## config.mk

```make
export PLATFORM = sky130hd
export DESIGN_NAME = axis_insert_header_arb
export DESIGN_NICKNAME = d
export VERILOG_FILES = /design/src/rtl/axis_insert_header_arb.sv
export SDC_FILE = /design/constraint.sdc
export NUM_CORES = 1
export LEC_CHECK = 0
export CAP_MARGIN = 20
export CORE_AREA = 2 2 93 95
export CTS_CLUSTER_DIAMETER = 150
export DETAILED_ROUTE_END_ITERATION = 12
export DIE_AREA = 0 0 95 97
export GPL_ROUTABILITY_DRIVEN = 0
export PLACE_DENSITY_LB_ADDON = 0.2
export SLEW_MARGIN = 5
export SYNTH_ARGS = -nofsm -noshare
export SYNTH_HDL_FRONTEND = slang
export SYNTH_SLANG_ARGS = --single-unit
```

## constraint.sdc

```tcl
create_clock -name clk -period 1.3 [get_ports clk]
set_input_delay 0.13 -clock clk [delete_from_list [all_inputs] [get_ports clk]]
set_output_delay 0.13 -clock clk [all_outputs]
set_load 0.05 [all_outputs]
```

## src/rtl/axis_insert_header_arb.sv

```systemverilog
// axis_insert_header_arb
//
// Round-robin arbiter in front of a header inserter. One source pair at a time
// is granted: its header beat goes out on m00, then its payload stream goes out
// on m01. The grant is released when the payload beat carrying tlast is
// accepted. Both data paths are combinational muxes from the granted source, so
// there is no buffering and no added latency on the data.
//
// Ports
//   clk, rst                   clock and synchronous active-high reset
//   s_hdr_tvalid/tdata/tkeep   per-source header inputs (source i at slice i)
//   s_hdr_tready               per-source header ready
//   s_dat_tvalid/tdata/tkeep/tlast  per-source payload inputs
//   s_dat_tready               per-source payload ready
//   m00_axis_*                 header channel to the inserter
//   m01_axis_*                 payload channel to the inserter
//   grant                      one-hot current owner, 0 when idle
//   busy                       high while a packet is in flight (HDR or DATA)
module axis_insert_header_arb #(
    parameter int NUM_SRC      = 2,
    parameter int DATA_WD      = 32,
    parameter int DATA_BYTE_WD = DATA_WD / 8
) (
    input  logic                              clk,
    input  logic                              rst,

    input  logic [NUM_SRC-1:0]                s_hdr_tvalid,
    input  logic [NUM_SRC*DATA_WD-1:0]        s_hdr_tdata,
    input  logic [NUM_SRC*DATA_BYTE_WD-1:0]   s_hdr_tkeep,
    output logic [NUM_SRC-1:0]                s_hdr_tready,

    input  logic [NUM_SRC-1:0]                s_dat_tvalid,
    input  logic [NUM_SRC*DATA_WD-1:0]        s_dat_tdata,
    input  logic [NUM_SRC*DATA_BYTE_WD-1:0]   s_dat_tkeep,
    input  logic [NUM_SRC-1:0]                s_dat_tlast,
    output logic [NUM_SRC-1:0]                s_dat_tready,

    output logic                              m00_axis_tvalid,
    output logic [DATA_WD-1:0]                m00_axis_tdata,
    output logic [DATA_BYTE_WD-1:0]           m00_axis_tkeep,
    input  logic                              m00_axis_tready,

    output logic                              m01_axis_tvalid,
    output logic [DATA_WD-1:0]                m01_axis_tdata,
    output logic [DATA_BYTE_WD-1:0]           m01_axis_tkeep,
    output logic                              m01_axis_tlast,
    input  logic                              m01_axis_tready,

    output logic [NUM_SRC-1:0]                grant,
    output logic                              busy
);

    localparam int RR_W = (NUM_SRC > 1) ? $clog2(NUM_SRC) : 1;

    typedef enum logic [1:0] {
        IDLE = 2'd0,
        HDR  = 2'd1,
        DATA = 2'd2
    } state_t;

    state_t          state;
    logic [RR_W-1:0] rr;
    logic [RR_W-1:0] sel;

    logic [RR_W-1:0] pick_idx;
    logic            pick_vld;
    logic            hdr_hs;
    logic            dat_last_hs;

    // Round-robin search: walk offsets from the highest down so that the
    // smallest offset from rr with a pending header is the one kept.
    always_comb begin
        int j;
        j        = 0;
        pick_vld = 1'b0;
        pick_idx = '0;
        for (int k = NUM_SRC - 1; k >= 0; k--) begin
            j = int'(rr) + k;
            if (j >= NUM_SRC) j = j - NUM_SRC;
            if (s_hdr_tvalid[RR_W'(j)]) begin
                pick_vld = 1'b1;
                pick_idx = RR_W'(j);
            end
        end
    end

    // Combinational muxes from the granted source; valid/ready/tlast are
    // gated by state so nothing leaks out of the wrong phase.
    always_comb begin
        m00_axis_tdata  = s_hdr_tdata[sel*DATA_WD +: DATA_WD];
        m00_axis_tkeep  = s_hdr_tkeep[sel*DATA_BYTE_WD +: DATA_BYTE_WD];
        m01_axis_tdata  = s_dat_tdata[sel*DATA_WD +: DATA_WD];
        m01_axis_tkeep  = s_dat_tkeep[sel*DATA_BYTE_WD +: DATA_BYTE_WD];
        m00_axis_tvalid = 1'b0;
        m01_axis_tvalid = 1'b0;
        m01_axis_tlast  = 1'b0;
        s_hdr_tready    = '0;
        s_dat_tready    = '0;
        if (state == HDR) begin
            m00_axis_tvalid   = s_hdr_tvalid[sel];
            s_hdr_tready[sel] = m00_axis_tready;
        end
        if (state == DATA) begin
            m01_axis_tvalid   = s_dat_tvalid[sel];
            m01_axis_tlast    = s_dat_tlast[sel];
            s_dat_tready[sel] = m01_axis_tready;
        end
    end

    assign hdr_hs      = m00_axis_tvalid && m00_axis_tready;
    assign dat_last_hs = m01_axis_tvalid && m01_axis_tready && m01_axis_tlast;

    always_ff @(posedge clk) begin
        if (rst) begin
            state <= IDLE;
            rr    <= '0;
            sel   <= '0;
            grant <= '0;
            busy  <= 1'b0;
        end else begin
            case (state)
                IDLE: begin
                    if (pick_vld) begin
                        sel   <= pick_idx;
                        grant <= NUM_SRC'(1) << pick_idx;
                        busy  <= 1'b1;
                        state <= HDR;
                    end
                end
                HDR: begin
                    if (hdr_hs) state <= DATA;
                end
                DATA: begin
                    if (dat_last_hs) begin
                        // Explicit wrap: NUM_SRC need not be a power of two.
                        rr    <= (sel == RR_W'(NUM_SRC - 1)) ? '0 : sel + 1'b1;
                        grant <= '0;
                        busy  <= 1'b0;
                        state <= IDLE;
                    end
                end
                default: begin
                    grant <= '0;
                    busy  <= 1'b0;
                    state <= IDLE;
                end
            endcase
        end
    end

endmodule

```

==> flow_summary.ini <==
[outcome]
status = complete, but fails checks
violations = negative setup slack

[logic_synthesis]
ys.flop_type = dfxtp_1
avgSynthCellArea_um2 = 9.825
ys_seq_area_frac = 0.1106
synth-edff-count = 0
synthArstFlopShare = 0
synth_mux_area_frac = 0.6890
synth_xor_area_frac = 0
synth_top_family_by_area = multiplexers
synthSimpleGateAreaFrac = 0.1076
synthAdderAreaFrac = 0
synth_warnings = 0
yosysUniqueCellTypes = 27
synthesis.area_um2 = 1267
synth-compound-area-share = 0.05035
synth_seq_cells = 7
postSynthCellCount = 129
synth_fp_nets = 283

[timing]
final_period_minus_worst_setup_slack_ns = 1.580
period_share = 1.216
skew_ns = 0.001243
rsz0062_at_grt = yes
setup_ws_ns = -0.2803
setup_viol = 81
relSlewSlack = 0.7343
hold_violations = 0
fmax_mhz = 632.8
finalMaxSlewViolations = 0
worstMarginPinSlew_ns = 0.3973

[cts]
cts_buffers = 3
clk_latency_ns = 0.23
cts_root_buffer = clkbuf_8
holdBufCountCts = 0
cts_htree_levels = 1
path_clk_slew_ns = 0.04
clock_sinks = 7
cts_tree = yes
cts_buffer_depth = 2

[placement]
place_ws_ns = -0.1623
post-place-cells = 473
dp_hpwl_um = 7131
io_buffer_count = 235

[drt]
avgViaCountPerCell = 4.159
wl_per_cell_um = 17.80
postRouteAntennaNets = 0
vias = 2038
drt_first_pass_iters = 3
wirelength_um = 8720
drtIter0Drc = 15
drc = 0

[global_route]
grt_usage = 0.1671
grt_start_max_net_pins = 33
grt_first_pass_wirelength_um = 11940
grt_overflow = 0
antenna_found_initial = 1
grt_pass1_vias = 2089

[die]
row_count = 33
start_util = 0.1558
die_area_um2 = 9215
ios = 236
die_w_um = 95
fp.coreArea_um2 = 8134
die_height_um = 97

[finish]
nFillCells = 662
fin_nets = 539
fin_cells = 490
drive_gt1_frac = 0.5365
syn2layout_area_growth_pct = 274.8

[critical_path]
crit_path_end_kind = primary output
crit_arrival_ns = 1.45
crit_fanout = 32
start_kind = register
crit_required_ns = 1.17
critical_path_class = register to primary output

[min_path]
hp-class = register to register

[power_and_ir_drop]
p_total_mw = 2.190
pwr_density_cell_nw_per_um2 = 460.9
p_leak_nw = 2.020
vdd_drop_max_mv = 0.4860

[run]
drv_cap = 0
-- area by class of cell --
class	instances	area [um^2]	share of cell area
Timing Repair Buffer	262	3017	0.6350
Multi-Input combinational cell	111	1406	0.2960
Sequential cell	7	148.9	0.03134
Tap cell	105	131.4	0.02765
Clock buffer	4	45.04	0.009481
Antenna cell	1	2.502	0.0005267
-- cells in the final DEF (no fill, tap or decap), types with 2 or more instances in the layout --
cell	netlist	final
buf_6	0	15
nor2_1	7	4
buf_8	0	5
clkbuf_8	0	3
clkbuf_16	0	3
mux2_4	0	70
o22ai_2	0	2
dfxtp_4	0	2
mux2_2	62	4
nand3_1	3	3
buf_4	0	45
nor2_4	0	2
clkdlybuf4s50_1	0	153
a21oi_1	2	2
mux2i_2	0	3
dfxtp_1	7	4
nand3b_1	3	3
buf_12	0	40
-- metal layers --
metal / wire length (um) / part of all wire / vias up / global-route usage
met1: 3007 / 0.34 / 942 / 0.1697
li1: - / - / 997 / -
met4: 56 / 0.0064 / 0 / 0.02341
met5: 0 / 0 / - / 0
met3: 761 / 0.087 / 7 / 0.04128
met2: 4895 / 0.56 / 92 / 0.3377
-- power by group --
part           switching [mW]  internal [mW]  leakage, nW
clock                   0.105          0.213       0.0228
combinational           0.705          0.928         1.94
sequential             0.0147          0.224       0.0591
-- flip-flops by register name (all words and copies together) (netlist names) --
register and count:
busy 1, grant 2, rr 1, sel 1, state 2
-- per-stage QoR --
stage | hold WS, ns | area (um^2) | setup TNS [ns] | util
floorplan | 0.2266 | 1524 | -1.046 | -
global placement | 0.4883 | 4340 | -0.9312 | 0.5336
detailed placement | 0.4964 | 4340 | -1.079 | 0.5336
CTS | 0.5118 | 4514 | -16.44 | 0.5550
global route | 0.5311 | 4748 | -19.58 | 0.5838
finish | 0.5071 | 4751 | -16.58 | 0.5841
-- worst paths after layout --
path / from / endpoint / slack (ns) / depth (start not counted)
worst max-delay path: sel / m01_axis_tdata[31] / -0.28 / 3
worst min-delay path: rr / grant[1] / 0.51 / 1
worst max register to register: sel / rr / -0.13 / 5
worst min register to register: rr / grant[1] / 0.51 / 1
-- what timing repair did --
action	in CTS	in global routing
endpoints found under the setup margin	80	85
gates cloned	0	4
endpoints found under the hold margin	0	0
resized for setup	26	27
pin swaps	4	3
buffers inserted	5	3
-- synth_stat cells (all sizes together) (2+ instances only) --
library cell	n	area [um^2]
mux2	74	833.3
buf	10	50.05
dfxtp	7	140.1
nor2	7	26.28
mux2i	4	40.04
a21oi	3	18.77
nand3	3	15.01
nand3b	3	22.52
o22ai	2	12.51
-- worst max-delay path: stages (launching register included) --
cell,delay [ns]
dfxtp_4,0.38
buf_12,0.25
mux2_2,0.36
buf_4,0.19
-- kinds of logic after synthesis --
logic type / count (synthesis)
AO/OA/AOI/OAI: 9
buffers and inverters: 11
flip-flops: 7
multiplexers: 78
AND/OR/NAND/NOR: 24
(Power assumes the default switching activity.)
